**config.mk**
```make
export PLATFORM = sky130hd
export DESIGN_NAME = iob_axis_pkt_arbiter
export DESIGN_NICKNAME = d
export VERILOG_FILES = /design/src/rtl/iob_axis_pkt_arbiter_pkg.sv /design/src/rtl/iob_rr_prio_enc.sv /design/src/rtl/iob_axis_pkt_arbiter.sv
export SDC_FILE = /design/constraint.sdc
export NUM_CORES = 1
export LEC_CHECK = 0
export CAP_MARGIN = 20
export CORE_MARGIN = 2
export CORE_UTILIZATION = 30
export CTS_BUF_LIST = sky130_fd_sc_hd__clkbuf_8
export DETAILED_ROUTE_END_ITERATION = 12
export PLACE_DENSITY_LB_ADDON = 0.05
export SYNTH_ARGS = -nofsm -noshare
export SYNTH_HDL_FRONTEND = slang
export SYNTH_SLANG_ARGS = --single-unit
```
**constraint.sdc**
```tcl
create_clock -name clk_i -period 1.7 [get_ports clk_i]
set_input_delay 0.34 -clock clk_i [delete_from_list [all_inputs] [get_ports clk_i]]
set_output_delay 0.34 -clock clk_i [all_outputs]
set_load 0.1 [all_outputs]
```
**src/rtl/iob_axis_pkt_arbiter_pkg.sv**
```systemverilog
// Shared types and helpers for the AXI-Stream packet arbiter.
package iob_axis_pkt_arbiter_pkg;

  // Arbiter FSM encoding: IDLE scans for a requester, GRANT passes one packet through.
  typedef enum logic {
    StIdle  = 1'b0,
    StGrant = 1'b1
  } state_t;

  // Width of a requester index; never narrower than one bit.
  function automatic int unsigned tid_width(input int unsigned n);
    return (n <= 2) ? 1 : $clog2(n);
  endfunction

endpackage

```
**src/rtl/iob_rr_prio_enc.sv**
```systemverilog
// Rotating first-set priority encoder: returns the first set bit of req at or
// after ptr, scanning upward and wrapping modulo N.
module iob_rr_prio_enc #(
  parameter int unsigned N = 4,
  parameter int unsigned W = 2
) (
  input  logic [N-1:0] req,
  input  logic [W-1:0] ptr,
  output logic [W-1:0] idx,
  output logic         found
);

  // One extra bit so ptr + offset cannot overflow before the wrap.
  logic [W:0] pos;

  // Scan offsets 0..N-1 from ptr; the lowest offset with a request wins.
  always_comb begin
    idx   = '0;
    found = 1'b0;
    pos   = '0;
    for (int unsigned i = 0; i < N; i++) begin
      pos = {1'b0, ptr} + (W + 1)'(i);
      if (pos >= (W + 1)'(N)) begin
        pos = pos - (W + 1)'(N);
      end
      if (!found && req[pos[W-1:0]]) begin
        found = 1'b1;
        idx   = pos[W-1:0];
      end
    end
  end

endmodule

```
**src/rtl/iob_axis_pkt_arbiter.sv**
```systemverilog
// Round-robin AXI-Stream packet arbiter: merges N_IN requesters into one stream,
// holding each grant for a whole packet.
// Optional stall watchdog: define IOB_AXIS_PKT_ARBITER_TIMEOUT_EN to build it.
module iob_axis_pkt_arbiter
  import iob_axis_pkt_arbiter_pkg::*;
#(
  parameter int unsigned N_IN      = 4,
  parameter int unsigned TDATA_W   = 8,
  parameter int unsigned TIMEOUT_W = 16
) (
  input  logic                         clk_i,
  input  logic                         cke_i,
  input  logic                         rst_i,
  input  logic                         enable_i,
  input  logic [N_IN-1:0]              s_tvalid_i,
  input  logic [N_IN*TDATA_W-1:0]      s_tdata_i,
  input  logic [N_IN-1:0]              s_tlast_i,
  output logic [N_IN-1:0]              s_tready_o,
  output logic                         m_tvalid_o,
  output logic [TDATA_W-1:0]           m_tdata_o,
  output logic                         m_tlast_o,
  input  logic                         m_tready_i,
  output logic [tid_width(N_IN)-1:0]   m_tid_o,
  output logic                         pkt_done_o,
  input  logic [TIMEOUT_W-1:0]         timeout_cyc_i,
  output logic                         timeout_o
);

  localparam int unsigned TidW = tid_width(N_IN);

  state_t            state_q, state_d;
  logic [TidW-1:0]   grant_q, grant_d;
  logic [TidW-1:0]   rr_ptr_q, rr_ptr_d;
  logic [TidW-1:0]   next_ptr;
  logic [TidW-1:0]   enc_idx;
  logic              enc_found;
  logic              pkt_done_q, pkt_done_d;
  logic              pass;
  logic              handshake;
  logic              wd_expired;

  iob_rr_prio_enc #(
    .N (N_IN),
    .W (TidW)
  ) u_prio_enc (
    .req   (s_tvalid_i),
    .ptr   (rr_ptr_q),
    .idx   (enc_idx),
    .found (enc_found)
  );

  // Pass-through of the granted requester; blanked in reset and while the
  // clock enable is low so no beat is accepted that the state cannot record.
  always_comb begin
    pass       = (state_q == StGrant) && cke_i && !rst_i;
    s_tready_o = '0;
    if (pass) begin
      s_tready_o[grant_q] = m_tready_i;
    end
    m_tvalid_o = pass && s_tvalid_i[grant_q];
    m_tlast_o  = pass && s_tlast_i[grant_q];
    m_tdata_o  = s_tdata_i[grant_q*TDATA_W +: TDATA_W];
    handshake  = m_tvalid_o && m_tready_i;
  end

  assign m_tid_o    = grant_q;
  assign pkt_done_o = pkt_done_q;

  // Pointer to the requester after the current grant, wrapping at N_IN.
  always_comb begin
    next_ptr = grant_q + 1'b1;
    if (32'(grant_q) == N_IN - 1) begin
      next_ptr = '0;
    end
  end

  // Next-state logic: grant from IDLE, release on tlast handshake or watchdog.
  always_comb begin
    state_d    = state_q;
    grant_d    = grant_q;
    rr_ptr_d   = rr_ptr_q;
    pkt_done_d = 1'b0;
    unique case (state_q)
      StIdle: begin
        if (enable_i && enc_found) begin
          state_d = StGrant;
          grant_d = enc_idx;
        end
      end
      StGrant: begin
        if (handshake && m_tlast_o) begin
          state_d    = StIdle;
          rr_ptr_d   = next_ptr;
          pkt_done_d = 1'b1;
        end else if (wd_expired) begin
          state_d  = StIdle;
          rr_ptr_d = next_ptr;
        end
      end
      default: state_d = StIdle;
    endcase
  end

  // Arbiter state registers.
  always_ff @(posedge clk_i) begin
    if (cke_i) begin
      if (rst_i) begin
        state_q    <= StIdle;
        grant_q    <= '0;
        rr_ptr_q   <= '0;
        pkt_done_q <= 1'b0;
      end else begin
        state_q    <= state_d;
        grant_q    <= grant_d;
        rr_ptr_q   <= rr_ptr_d;
        pkt_done_q <= pkt_done_d;
      end
    end
  end

`ifdef IOB_AXIS_PKT_ARBITER_TIMEOUT_EN
  logic [TIMEOUT_W-1:0] wd_q, wd_d;
  logic                 timeout_q;

  // Stall counter: counts GRANT cycles without a handshake; a zero limit disables it.
  always_comb begin
    wd_expired = (state_q == StGrant) && (timeout_cyc_i != '0) &&
                 (wd_q == timeout_cyc_i) && !handshake;
    if ((state_q != StGrant) || handshake || wd_expired) begin
      wd_d = '0;
    end else begin
      wd_d = wd_q + 1'b1;
    end
  end

  // Watchdog counter and forced-release pulse.
  always_ff @(posedge clk_i) begin
    if (cke_i) begin
      if (rst_i) begin
        wd_q      <= '0;
        timeout_q <= 1'b0;
      end else begin
        wd_q      <= wd_d;
        timeout_q <= wd_expired;
      end
    end
  end

  assign timeout_o = timeout_q;
`else
  logic unused_timeout_cyc;

  assign unused_timeout_cyc = ^timeout_cyc_i;
  assign wd_expired         = 1'b0;
  assign timeout_o          = 1'b0;
`endif

endmodule

```
Word level (Yosys, flattened, before mapping)

Index checks and enable logic that the tools add are counted.

Register bits: 6
Output and inout bits: 18

Add/subtract/negate cells: 8
Magnitude comparators: 10
Equality and inequality tests: 2
Shift operators: 1
Mux-type cells: 36
Bitwise logic cells: 2
Reduce and logical (&&, ||, !) cells: 21

Operator list:

| cell                                                                         | count |
|---|---|
| 32-bit by 6-bit variable part select with 8-bit output                       | 1 |
| 2-bit 2-to-1 mux                                                             | 13 |
| 2-bit by 3-bit less-than comparator with 1-bit output, second input constant | 5 |
| 1-bit 2-to-1 mux                                                             | 14 |
| 1-bit binary-select mux with 2-bit select                                    | 6 |
| 1-bit logical AND                                                            | 11 |
| 3-bit >= comparator, second input constant                                   | 3 |
| 2-bit by 1-bit subtractor with 2-bit output, second input constant           | 4 |
| 2-bit by 2-bit adder with 3-bit output, second input constant                | 2 |
| 3-bit AND reduction                                                          | 2 |
| 2-bit nonzero test                                                           | 3 |
| 4-bit AND                                                                    | 1 |
| 1-bit zero test                                                              | 4 |
| 4-bit 2-to-1 mux                                                             | 1 |
| 2-bit by 1-bit adder with 3-bit output, second input constant                | 1 |
| 2-bit by 3-bit >= comparator with 1-bit output, second input constant        | 1 |
| 2-bit by 1-bit adder with 2-bit output, second input constant                | 1 |
| 1-bit demux with 2-bit select                                                | 1 |
| 2-bit equality test, second input constant                                   | 1 |
| 2-bit by 1-bit >= comparator with 1-bit output, second input constant        | 1 |
| 2-bit != test, second input constant                                         | 1 |
| 1-bit case mux with 2 select lines                                           | 1 |
| 2-bit OR reduction                                                           | 1 |
| 1-bit NOT                                                                    | 1 |

Depth between registers and ports, before layout

Word-level depth: 17
Gate-level depth with buffers: 5
Mapped depth without buffers: 4

By module

Synthesis repeated with hierarchy kept, for this count alone.

Cells, all modules: 66
Area total of the unflattened synthesis: 758.2 um2

By module, submodules not included:

| module               | times used | cells an instance | area each (um2) |
|---|---|---|---|
| iob_axis_pkt_arbiter | 1          | 51                | 680.7 |
| iob_rr_prio_enc      | 1          | 15                | 77.6 |

Worst setup path before layout

Ideal clock, no wire load.

Path kind: register to output
Start point: register grant_q[0], in the netlist m_tid_o[0]
End point: output m_tlast_o
Arrival time: 2782 ps
Data required time: 1360 ps
Slack: -1422 ps
Stages on the path, launching flop included: 4
Path buffers: 1
Cell sequence: edfxtp_1 > buf_6 > mux4_2 > nor2b_1

Word-level cells in the longest chain between the ends: 3

RTL lines:

| item                                      | line                        | RTL |
|---|---|---|
| start: declaration                        | iob_axis_pkt_arbiter.sv:32  | `logic [TidW-1:0] grant_q, grant_d;` |
| start signal: assignment                  | iob_axis_pkt_arbiter.sv:114 | `grant_q <= grant_d;` |
| 1-bit binary-select mux with 2-bit select | iob_axis_pkt_arbiter.sv:61  | `m_tlast_o = pass && s_tlast_i[grant_q];` |
| 1-bit 2-to-1 mux (not written as such)    | iob_axis_pkt_arbiter.sv:61  |  |
| 1-bit logical AND                         | iob_axis_pkt_arbiter.sv:61  |  |
| end: declaration                          | iob_axis_pkt_arbiter.sv:21  | `output logic m_tlast_o,` |

Every way passes these cells. The select of a mux whose other input is x is not followed.

Final worst setup path

Same ends and word-level chain as after synthesis.

==> results.md <==
* First-pass GRT wire length at roughly 4.6 mm
* Avg Inst Size Synth at 11.30 sq um
* Final net count at between 200 and 250
* RR Endpoint: state_q
* Total CTS buffers at 3
* Worst Slack Setup Final at -0.2190 ns
* WHS Endpoint: m_tid_o[0]
* DR pass1 iterations at 4
* Core box area at between 0.002 and 0.0025 sq mm
* ANT nets after route at 0
* Commonest non-fill, non-tap cells in the layout: clkdlybuf4s50_1 (41), buf_4 (18), buf_12 (18)
* Pleak at between 0.7 and 0.8 nW
* Antenna violations before repair at 0
* Post-synthesis sequential area ratio at between 20 and 25%
* Drt drc at 0
* # rows at 18
* RR Startpoint: m_tid_o[0]
* Max cap viols at 0
* H-tree Lvls at 1
* Vias in the first global route at 931
* Commonest non-fill, non-tap cell in the layout: clkdlybuf4s50_1
* DRT iter0 DRCs at 15
* Setup crit end kind: primary output
* Final instance count without filler cells at 181
* Status: complete, but fails checks
* CTS Sinks at 6
* Root buf cell: clkbuf_8
* RD Place Congestion at roughly 0.74
* Syn. warnings at 0
* Slowest CP cell: mux4_2
* CP cell instances: buf_12, mux4_2, nor2b_4, buf_12
* Worst-path fanout max at 11
* Synthesized Nets at around 140
* CTS tree: built
* Total gr overflow at 0
* Worst path most repeated cell: buf_12
* Routed wire length at between 2 and 3 mm
* Final Setup Violations at 14
* DR vias at 891
* Total track usage at 18.58%
* Clock Tree Buf Depth at 2
* Worst hold stages at 1
* #FFs+latches synth at 6
* Worst setup path class: reg2out
* Port buffer count at 61
* Worst VDD drop at 417.5 uV
* Vias per cell at around 5
* Die Span Y at around 55 microns
* Mapped Cells at 70
* CP max stage delay at 0.51 ns
* Async SR Flop Fraction at 0%
* Crit path DAT at 1.58 ns
* Yosys cell types at 30
* Hold Fails Final Rpt at 0
* Die area at around 0.003 sq mm
* Failing checks: setup timing
* Final min period at roughly 1.9 ns
* I/O pins at 79
* Pwr Density at approximately 560 mW/mm^2
* Clock transition at path regs at around 0.040 ns
* Final HPWL DP at 2.141 mm
* CP required at 1.36 ns
* Hold_sp: rr_ptr_q[0]
* Hold Path Class: reg2reg
* Placed Cells at approximately 170
* Starting Density at 31.92%
* Fillers at about 170
* Latest clock arrival within the worst-skew pair at around 0.22 ns
* Number of flops mapped to enable cells by yosys at 6
* Fraction of layout cells with a size suffix above 1 at 44.37%
* Cells on worst reg2reg path at 7
* Die Span X at between 50 and 60 microns
* Max Fclk at around 520 MHz
* Worst setup SP type: flip-flop
* Syn-to-layout area delta at 134.7%
* Post-Place Worst Slack at -0.1891 ns
* Top FF cell, synth: edfxtp_1
* Final slew viol count at 0
* Antenna cells at 0
* Routed WL per cell at approximately 15 microns
* Mapped Area at around 790 sq um
* R2R setup slack at approximately 0.15 ns
* Largest net degree at the start of global routing at 13
* Unrepaired setup endpoints after global routing: yes
* Final period util at 112.9%
* Worst Skew at roughly 0.0016 ns
[cell usage after synthesis (2+ instances only)]
cell      n  share of area, %
ha_1      4               6.3
nand3_1   2               1.3
nor2_1    3               1.4
o21ai_0   2               1.3
mux4_2    9                26
nor3_1    3               1.9
nor3b_1   2               1.9
nand2_1   3               1.4
edfxtp_1  6                23
o21a_1    2               1.9
inv_1     5               2.4
nor2b_1   4               3.2
and2_1    5               4.0
a21oi_1   4               2.5
[flip-flops by register name, indices dropped and copies added, names as in the netlist]
| name | flops |
|---|---|
| m_tid_o | 2 |
| pkt_done_o | 1 |
| rr_ptr_q | 2 |
| state_q | 1 |
[critical path: cells and delay by family (launching register included)]
| kind | cells | cell delay [ns] |
|---|---|---|
| buf+inv | 2 | 0.32 |
| flops | 1 | 0.38 |
| mux | 1 | 0.51 |
| simple gates | 1 | 0.15 |
[layout make-up]
type | count | area (sq um) | area share [%]
clock buffer | 3 | 41.29 | 2.225
timing repair buffer | 83 | 969.7 | 52.26
tap | 30 | 37.54 | 2.023
multi-input combinational | 54 | 605.6 | 32.64
inverter | 5 | 21.27 | 1.146
sequential | 6 | 180.2 | 9.710
[how the worst max path moves through the flow]
stage,startpoint,to,slack (ns),depth (start not counted)
final,m_tid_o[0],m_tlast_o,-0.22,4
after global routing,m_tid_o[0],m_tlast_o,-0.28,4
after global placement,s_tvalid_i[3],m_tvalid_o,-0.17,4
after CTS,m_tid_o[0],m_tlast_o,-0.22,4
after detailed placement,s_tvalid_i[2],m_tvalid_o,-0.19,4
after floorplan,m_tid_o[0],m_tdata_o[0],-0.76,3
[per-layer routing]
layer	part of all wire, %	up-vias	track usage [%]
li1	-	430	-
met3	4.9	2	2.576
met5	0	-	0
met2	56	27	35.37
met1	39	432	22.14
met4	0.15	0	3.136
[power breakdown]
group	internal [mW]	switching, mW
logic	0.309	0.340
registers	0.175	0.0104
clock network	0.152	0.0574
total	0.636	0.408
[through the flow]
step	cell area (sq um)	power (mW)	TNS (ns)	util (%)	hold WS (ns)
2_1_floorplan	818.3	0.5324	-10.44	-	0.4525
3_3_place_gp	1714	0.8060	-2.083	69.19	0.6115
3_5_place_dp	1714	0.8134	-2.388	69.19	0.6248
4_1_cts	1812	1.036	-1.840	73.13	0.6376
5_1_grt	1856	1.080	-2.506	74.90	0.6645
6_report	1856	1.044	-1.700	74.90	0.6290
[timing repair]
item	in CTS	in global routing
endpoints found under the hold margin	0	0
pin swaps	2	2
hold buffers	0	0
buffers inserted	3	3
gates resized for setup	10	4
setup endpoints to repair	14	19
gates cloned	0	0
[logic make-up (layout without fill, tap and decap cells)]
family,Yosys count,after routing,synth area share [%]
buf+inv,10,91,8.544
other cells,1,1,0.4742
simple gates,25,25,19.14
fa+ha+maj,4,4,6.329
flops,6,6,22.78
mux,10,10,28.96
compound gates,14,14,13.77
(Power assumes the default switching activity.)
